`config.mk`:
```
export PLATFORM = sky130hd
export DESIGN_NAME = fetch_ctrl
export DESIGN_NICKNAME = d
export VERILOG_FILES = /design/src/rtl/fetch_pkg.sv /design/src/rtl/fetch_ctrl.sv
export SDC_FILE = /design/constraint.sdc
export NUM_CORES = 1
export LEC_CHECK = 0
export BUFFER_PORTS_ARGS = -buffer_cell sky130_fd_sc_hd__buf_2
export CELL_PAD_IN_SITES_DETAIL_PLACEMENT = 2
export CELL_PAD_IN_SITES_GLOBAL_PLACEMENT = 2
export CORE_AREA = 5 5 131 133
export DETAILED_ROUTE_END_ITERATION = 8
export DIE_AREA = 0 0 136 138
export PLACE_DENSITY_LB_ADDON = 0.12
export SLEW_MARGIN = 20
export SYNTH_ARGS = -nofsm -noshare
export SYNTH_HDL_FRONTEND = slang
export SYNTH_SLANG_ARGS = --single-unit
export TNS_END_PERCENT = 10
```
`constraint.sdc`:
```
create_clock -name clk -period 5.3 [get_ports clk]
set_input_delay 0.53 -clock clk [delete_from_list [all_inputs] [get_ports clk]]
set_output_delay 0.53 -clock clk [all_outputs]
set_load 0.02 [all_outputs]
```
`src/rtl/fetch_pkg.sv`:
```
// rtl/fetch_pkg.sv - shared types and constants for the instruction fetch controller
package fetch_pkg;

  typedef enum logic [1:0] {
    IDLE = 2'd0,
    REQ  = 2'd1,
    RESP = 2'd2,
    HOLD = 2'd3
  } fetch_state_t;

  localparam logic [31:0] NOP_INSTR        = 32'h0000_0013;
  localparam logic [31:0] RESET_PC_DEFAULT = 32'h0000_0000;
  localparam logic [31:0] INSTR_BYTES      = 32'd4;

  function automatic logic [31:0] word_align(input logic [31:0] addr);
    return addr & ~32'h0000_0003;
  endfunction

endpackage

```
`src/rtl/fetch_ctrl.sv`:
```
// rtl/fetch_ctrl.sv - single-outstanding instruction fetch FSM with redirect/kill handling
module fetch_ctrl #(
  parameter logic [31:0] RESET_PC  = fetch_pkg::RESET_PC_DEFAULT,
  parameter logic [31:0] NOP_INSTR = fetch_pkg::NOP_INSTR
) (
  input  logic        clk,
  input  logic        rst_n,
  output logic        imem_req,
  output logic [31:0] imem_addr,
  input  logic        imem_gnt,
  input  logic        imem_rvalid,
  input  logic [31:0] imem_rdata,
  input  logic        stall,
  input  logic        redirect,
  input  logic [31:0] redirect_pc,
  output logic        if_valid,
  output logic [31:0] if_pc,
  output logic [31:0] if_instr
);

  import fetch_pkg::*;

  fetch_state_t state_q, state_d;
  logic         kill_q, kill_d;
  logic [31:0]  pc_q, pc_d;
  logic         if_valid_q, if_valid_d;
  logic [31:0]  if_pc_q, if_pc_d;
  logic [31:0]  if_instr_q, if_instr_d;

  always_ff @(posedge clk or negedge rst_n) begin
    if (!rst_n) begin
      state_q    <= IDLE;
      kill_q     <= 1'b0;
      pc_q       <= RESET_PC;
      if_valid_q <= 1'b0;
      if_pc_q    <= RESET_PC;
      if_instr_q <= NOP_INSTR;
    end else begin
      state_q    <= state_d;
      kill_q     <= kill_d;
      pc_q       <= pc_d;
      if_valid_q <= if_valid_d;
      if_pc_q    <= if_pc_d;
      if_instr_q <= if_instr_d;
    end
  end

  always_comb begin
    state_d    = state_q;
    kill_d     = kill_q;
    pc_d       = pc_q;
    if_valid_d = if_valid_q;
    if_pc_d    = if_pc_q;
    if_instr_d = if_instr_q;

    if (redirect) begin
      pc_d       = word_align(redirect_pc);
      if_valid_d = 1'b0;
      if_instr_d = NOP_INSTR;
      // A request already granted (or still in flight) must have its response dropped.
      case (state_q)
        REQ: begin
          state_d = imem_gnt ? RESP : REQ;
          kill_d  = imem_gnt;
        end
        RESP: begin
          state_d = imem_rvalid ? REQ : RESP;
          kill_d  = !imem_rvalid;
        end
        default: begin
          state_d = REQ;
          kill_d  = 1'b0;
        end
      endcase
    end else begin
      case (state_q)
        IDLE: begin
          state_d = REQ;
          pc_d    = RESET_PC;
        end
        REQ: begin
          if (imem_gnt) state_d = RESP;
        end
        RESP: begin
          if (imem_rvalid) begin
            if (kill_q) begin
              kill_d  = 1'b0;
              state_d = REQ;
            end else begin
              if_instr_d = imem_rdata;
              if_pc_d    = pc_q;
              if_valid_d = 1'b1;
              pc_d       = pc_q + INSTR_BYTES;
              state_d    = HOLD;
            end
          end
        end
        HOLD: begin
          if (!stall) begin
            if_valid_d = 1'b0;
            state_d    = REQ;
          end
        end
        default: state_d = IDLE;
      endcase
    end
  end

  assign imem_req  = (state_q == REQ);
  assign imem_addr = pc_q;
  assign if_valid  = if_valid_q;
  assign if_pc     = if_pc_q;
  assign if_instr  = if_instr_q;

endmodule

```
==> flow_metrics.tcl, run 1 <==
set metrics [dict create \
    status "complete, no violations" \
    pwr-share-comb_pct 32.3 \
    syn_inst 523 \
    cts.sinks 96 \
    netlist_top_cells_count "nand2_1, dfrtp_1, a21oi_1" \
    cts.repair.resized 0 \
    synth_top_area_share_pct 50.4 \
    fin_worst_skew_ns 0.00794 \
    cpMostUsedCell "buf_4" \
    ant_nets 0 \
    grt_max_degree 60 \
    synth_edf_count 0 \
    cp-startpoint "state_q[0]" \
    r2r_slack_ns 2.37 \
    routed_wl_mm 16.9 \
    cts_tree "done" \
    fmax_mhz 341 \
    crit_slowest_cell "or4_1" \
    async_flop_share_pct 100 \
    cts_root_buf "clkbuf_16" \
    slowest_delay_ns 0.55 \
    wl_met2_mm 8.29 \
    power_frac_seq_pct 40.7 \
    grt_pass1_wl_mm 27.1 \
    tightestPinTransition_ns 0.791 \
    grt_overflow 0 \
    setup_viol 0 \
    reg2reg_depth 8 \
    start_util_pct 29.4 \
    power_density_nw_per_um2 450 \
    hold_buffers 0 \
    crit_end "imem_addr[27]" \
    synthTopCellsByArea "dfrtp_1, nand2_1, a21oi_1" \
    cts.path.max_buffers 2 \
    fin_crit_ns 2.93 \
    path_depth 8 \
    post-route-period-util_pct 55.3 \
    drive_gt1_share_pct 29.0 \
    grt_usage_pct 17.8 \
    ys_seq_elements 96 \
    r2r-start "state_q[0]" \
    pin_count 168 \
    p_sw_mw 1.07 \
    worstSetupPathType "reg2reg" \
    post_cts_buffers 0 \
    wl_met1_mm 7.46 \
    dpl.hpwl_mm 12.0 \
    p_leak_nw 2.92 \
    power_frac_clock_pct 27.0 \
    ir_drop_mv 0.166 \
    worstSkewPairLatency_ns 0.35 \
    clk_pin_slew_worst_paths_ns 0.07 \
    finalNetCount 746 \
    die_h_microns 138 \
    cp-start-kind "register" \
    r2r-end "imem_addr[27]" \
    ys_warn_count 0 \
    hold_viol_final 0 \
    drt-wirelength-per-cell_microns 18.9 \
    synth.cell_area_sq_um 4610 \
    drc 0 \
    synth_top_cell_by_area "dfrtp_1" \
    hold_slack_ns 0.139 \
    gp_congestion 0.754 \
    setup_tns_ns 0 \
    synth.most_common_cell "nand2_1" \
    worst-path-buf-inv 3 \
    hold_path_class "in2async" \
    drt_iter0_markers 174 \
    grt_pass1_vias 5139 \
    dieWidth_microns 136 \
    path_cells "inv_1 -> ha_1 -> and3b_1 -> buf_4 -> nand2b_2 -> buf_4 -> or4_1 -> o211ai_1" \
    viasPerCell 5.11 \
    synth_cell_types 53 \
    cts_htree_levels 3 \
    synth_area_per_cell_sq_um 8.82 \
    dr.pass1.iters 4 \
    drv_cap 0 \
    syn_to_final_growth_pct 28.5 \
    antenna_found_initial 2 \
    portBuffers 161 \
    ys.flop_type "dfrtp_1" \
    cts_buffers 9 \
    swShare_pct 39.9 \
    rsz0062_at_grt "no" \
    crit_required_ns 5.57 \
    ys_seq_area_share_pct 52.1 \
    crit_family "simple AND/OR/NAND/NOR gates" \
    arrival_ns 3.20 \
    dr.max_layer_used "met5" \
    rows 46 \
    max_slew_margin_pct 47.2 \
    p_int_mw 1.60 \
    core_sq_um 15700 \
    path_max_fanout 35 \
    slew_violations 0 \
    die_area_sq_um 18800 \
    wl_met3_microns 845 \
    vias 4562 \
    endpoint_kind "register" \
]
per-layer routing:
| layer | GRT usage (%) | up-vias |
|---|---|---|
| met5 | 0 | - |
| met4 | 4.93 | 4 |
| met1 | 22.6 | 2286 |
| met3 | 3.56 | 22 |
| li1 | - | 2123 |
| met2 | 30.7 | 127 |
worst register-to-register path, delay by kind of cell (launching register included):
| kind | cells | cell delay (ns) |
|---|---|---|
| and+or+nand+nor | 3 | 1.15 |
| adders and majority gates | 1 | 0.27 |
| buffers and inverters | 3 | 0.85 |
| DFF | 1 | 0.42 |
| AOI/OAI and AO/OA | 1 | 0.17 |
logic make-up (layout without fill, tap and decap cells):
family	Yosys count	count (layout)	synth area share (%)
DFF	96	96	52.1
AOI/OAI and AO/OA	109	109	15.6
buffers and inverters	41	191	4.01
other	1	5	0.0813
and+or+nand+nor	270	270	26.5
muxes	1	1	0.217
adders and majority gates	5	5	1.36
power groups by stage:
stage	clock (mW)	combinational [mW]	sequential [mW]
finish	0.720	0.861	1.09
global route	0.773	0.946	1.12
CTS	0.740	0.882	1.09
detailed placement	0	0.879	1.10
global placement	0	0.848	1.09
floorplan	0	0.347	1.25
worst min path at each step:
stage	start	to	slack (ns)	depth (start not counted)
floorplan	rst_n	if_instr[10]	0.23	0
finish	rst_n	if_instr[15]	0.14	1
CTS	rst_n	if_instr[15]	0.16	1
global placement	if_pc[3]	if_pc[3]	0.46	2
detailed placement	if_pc[28]	if_pc[28]	0.46	2
global route	rst_n	if_instr[15]	0.18	1
cells in the final DEF, fill, tap and decap left out, types with 2 or more instances in the layout:
| cell | synthesis | layout |
|---|---|---|
| nor2_1 | 17 | 16 |
| a31oi_1 | 4 | 4 |
| clkbuf_16 | 0 | 9 |
| a21oi_1 | 39 | 39 |
| o21ai_1 | 11 | 11 |
| o211ai_1 | 7 | 7 |
| nand2_1 | 179 | 179 |
| conb_1 | 1 | 4 |
| dfrtp_1 | 93 | 93 |
| a41oi_1 | 2 | 2 |
| nand3b_1 | 4 | 4 |
| nor3_1 | 4 | 4 |
| ha_1 | 5 | 5 |
| and3_1 | 3 | 3 |
| nand4b_1 | 2 | 2 |
| o311ai_1 | 10 | 10 |
| clkinv_2 | 0 | 2 |
| a22oi_1 | 13 | 13 |
| dfstp_2 | 3 | 3 |
| or4_1 | 3 | 3 |
| bufinv_16 | 0 | 2 |
| inv_1 | 6 | 6 |
| and4_1 | 4 | 4 |
| a22o_1 | 2 | 2 |
| a221oi_1 | 2 | 2 |
| buf_2 | 9 | 160 |
| nand4_1 | 10 | 10 |
| o21ai_0 | 7 | 7 |
| nand3_1 | 22 | 22 |
| buf_4 | 5 | 9 |
| or3_1 | 4 | 4 |
| nor4_1 | 3 | 3 |
| a221o_1 | 4 | 4 |
| nand2b_1 | 5 | 4 |
stage by stage:
step | utilization, % | worst slack [ns] | area, sq um | total power, mW | cells
floorplan | - | 3.29 | 4630 | 1.60 | 526
global placement | 35.7 | 2.42 | 5610 | 1.94 | 876
detailed placement | 35.7 | 2.31 | 5610 | 1.98 | 876
CTS | 37.7 | 2.31 | 5930 | 2.71 | 892
global route | 37.7 | 2.13 | 5930 | 2.84 | 892
finish | 37.7 | 2.37 | 5930 | 2.67 | 893
registers in the layout, indices dropped and copies added (netlist names):
| signal | flops |
|---|---|
| if_instr | 32 |
| if_valid | 1 |
| state_q | 2 |
| if_pc | 30 |
| kill_q | 1 |
| imem_addr | 30 |
area by class of cell:
type | instances | area [sq um]
clock inverter | 7 | 95.1
multi-input combinational | 389 | 2040
inverter | 6 | 22.5
clock buffer | 9 | 225
fill | 1800 | 9780
timing repair buffer | 169 | 868
antenna | 1 | 2.50
sequential | 96 | 2410
tap | 216 | 270
No activity file was read; power rests on OpenSTA's default activity.
==> run 2: changes to the inputs <==
- CORE_AREA: 5 5 131 133 -> 5 5 142 144
- DIE_AREA: 0 0 136 138 -> 0 0 147 149
- clock period: 5.3 -> 2.3 ns (I/O delays scaled with it)
==> run 2 against run 1 <==
Register-to-register slack worse by 2.2 ns; clock skew down 0.0023 ns; clock-buffer cell count up 1; total power up 140%; sequential share of layout area down 1.4 points; global-route usage down 1.3 points; worst setup slack worse by 2.2 ns; final area up 3.5%; non-clock buffer count up 21; maximum frequency up 37%; cell count up 4.3%; sequential cell count unchanged; critical path type unchanged; highest routed layer unchanged.
==> flow_metrics.tcl, run 2 (synthesis results as in run 1) <==
set metrics [dict create \
    status "complete, no violations" \
    path_max_fanout 16 \
    setup_viol 0 \
    holdPathStages 3 \
    cts_root_buf "clkbuf_16" \
    core_sq_um 18600 \
    fillers 2125 \
    crit_required_ns 2.59 \
    arrival_ns 2.42 \
    dr.pass1.iters 4 \
    grt_usage_pct 16.5 \
    power_density_nw_per_um2 1030 \
    drt-wirelength-per-cell_microns 19.3 \
    clk_pin_slew_worst_paths_ns 0.07 \
    grt_max_degree 36 \
    dieWidth_microns 147 \
    tightestPinTransition_ns 0.592 \
    cts_htree_levels 3 \
    worstHoldEndpoint "imem_addr[15]" \
    layout_commonest_cell "nand2_1" \
    worstSkewPairLatency_ns 0.35 \
    fin_worst_skew_ns 0.00566 \
    finalNetCount 767 \
    cts_tree "done" \
    viasPerCell 5.00 \
    setup_tns_ns 0 \
    worstSetupPathType "reg2reg" \
    slew_violations 0 \
    p_leak_nw 3.03 \
    drive_gt1_share_pct 31.1 \
    ant_nets 0 \
    cts.path.max_buffers 2 \
    place_worst_setup_slack_ns 0.0380 \
    drc 0 \
    r2r_slack_ns 0.16 \
    grt_pass1_wl_mm 28.9 \
    post-route-period-util_pct 92.8 \
    final_cells 931 \
    hold_viol_final 0 \
    cts.sinks 96 \
    placed_cells 914 \
    gp_congestion 0.745 \
    drv_cap 0 \
    ir_drop_mv 0.395 \
    grt_pass1_vias 5181 \
    max_slew_margin_pct 60.5 \
    register_area_sq_um 2410 \
    start_util_pct 24.8 \
    largest_register_ffs 32 \
    hold_path_class "in2reg" \
    r2r-start "state_q[0]" \
    syn_to_final_growth_pct 33.0 \
    reg2reg_depth 7 \
    drt_iter0_markers 148 \
    grt_overflow 0 \
    cts_buffers 9 \
    post_cts_buffers 0 \
    die_h_microns 149 \
    fmax_mhz 468 \
    portBuffers 161 \
    routed_wl_mm 18.0 \
    multi_input_area_sq_um 2050 \
    layout_common_cells "nand2_1, buf_2, dfrtp_1" \
    cp-start-kind "register" \
    vias 4655 \
    rsz0062_at_grt "no" \
    dpl.hpwl_mm 13.4 \
    fin_crit_ns 2.14 \
    fin_ws_ns 0.165 \
    rows 50 \
    antenna_found_initial 1 \
    pin_count 168 \
    die_area_sq_um 21900 \
    antennaDiodeCount 0 \
    endpoint_kind "register" \
    r2r-end "imem_addr[16]" \
    hp-start "redirect_pc[15]" \
]
==> run 2: worst max-delay path by stage <==
| stage | cells past startpoint | from | end | slack (ns) |
|---|---|---|---|---|
| final | 7 | state_q[0] | imem_addr[16] | 0.16 |
| after global routing | 7 | state_q[0] | imem_addr[16] | 0.03 |
| after CTS | 8 | state_q[0] | imem_addr[5] | 0.01 |
| after detailed placement | 8 | state_q[0] | imem_addr[5] | 0.04 |
| after global placement | 8 | state_q[0] | imem_addr[5] | 0.11 |
| after floorplan | 6 | imem_addr[2] | imem_addr[22] | 0.29 |
==> run 2: routing by layer <==
metal,vias to the layer above,wire length (microns),track usage [%]
li1,2154,-,-
met1,2379,8200,21.1
met2,107,8810,28.7
met3,13,817,3.31
met4,2,172,4.10
met5,-,7,0
==> run 2: where the power goes <==
group / switching, mW / total (mW) / internal, mW
registers: 0.409 / 2.49 / 2.08
clock network: 0.715 / 1.71 / 0.991
logic: 1.39 / 2.11 / 0.722
==> run 2: cell type report <==
cell class	count	area share (%)
tap	234	4.77
inverter	6	0.367
multi-input combinational	389	33.3
timing repair buffer	190	17.0
clock inverter	6	1.47
sequential	96	39.2
clock buffer	10	3.89
==> run 2: repair_timing <==
item	4_1_cts	5_1_grt
hold buffers	1	0
gates resized for setup	0	2
hold endpoints to repair	30	0
setup endpoints to repair	0	7
==> run 2: stage by stage <==
stage | utilization [%] | hold slack, ns | power (mW) | instance area [sq um]
4_1_cts | 33.0 | 0.0874 | 6.42 | 6130
3_3_place_gp | 31.2 | 0.231 | 4.60 | 5790
5_1_grt | 33.0 | 0.107 | 6.73 | 6140
2_1_floorplan | - | -0.0656 | 3.69 | 4630
6_report | 33.0 | 0.100 | 6.31 | 6140
3_5_place_dp | 31.2 | 0.239 | 4.68 | 5790
==> run 2: worst max-delay path, cell delays in order, from the launching register on <==
cell and delay [ns]:
dfrtp_1 0.42, inv_1 0.10, ha_1 0.26, and3b_1 0.32, nand2b_4 0.17, buf_4 0.25, o41ai_1 0.38, a221o_1 0.17
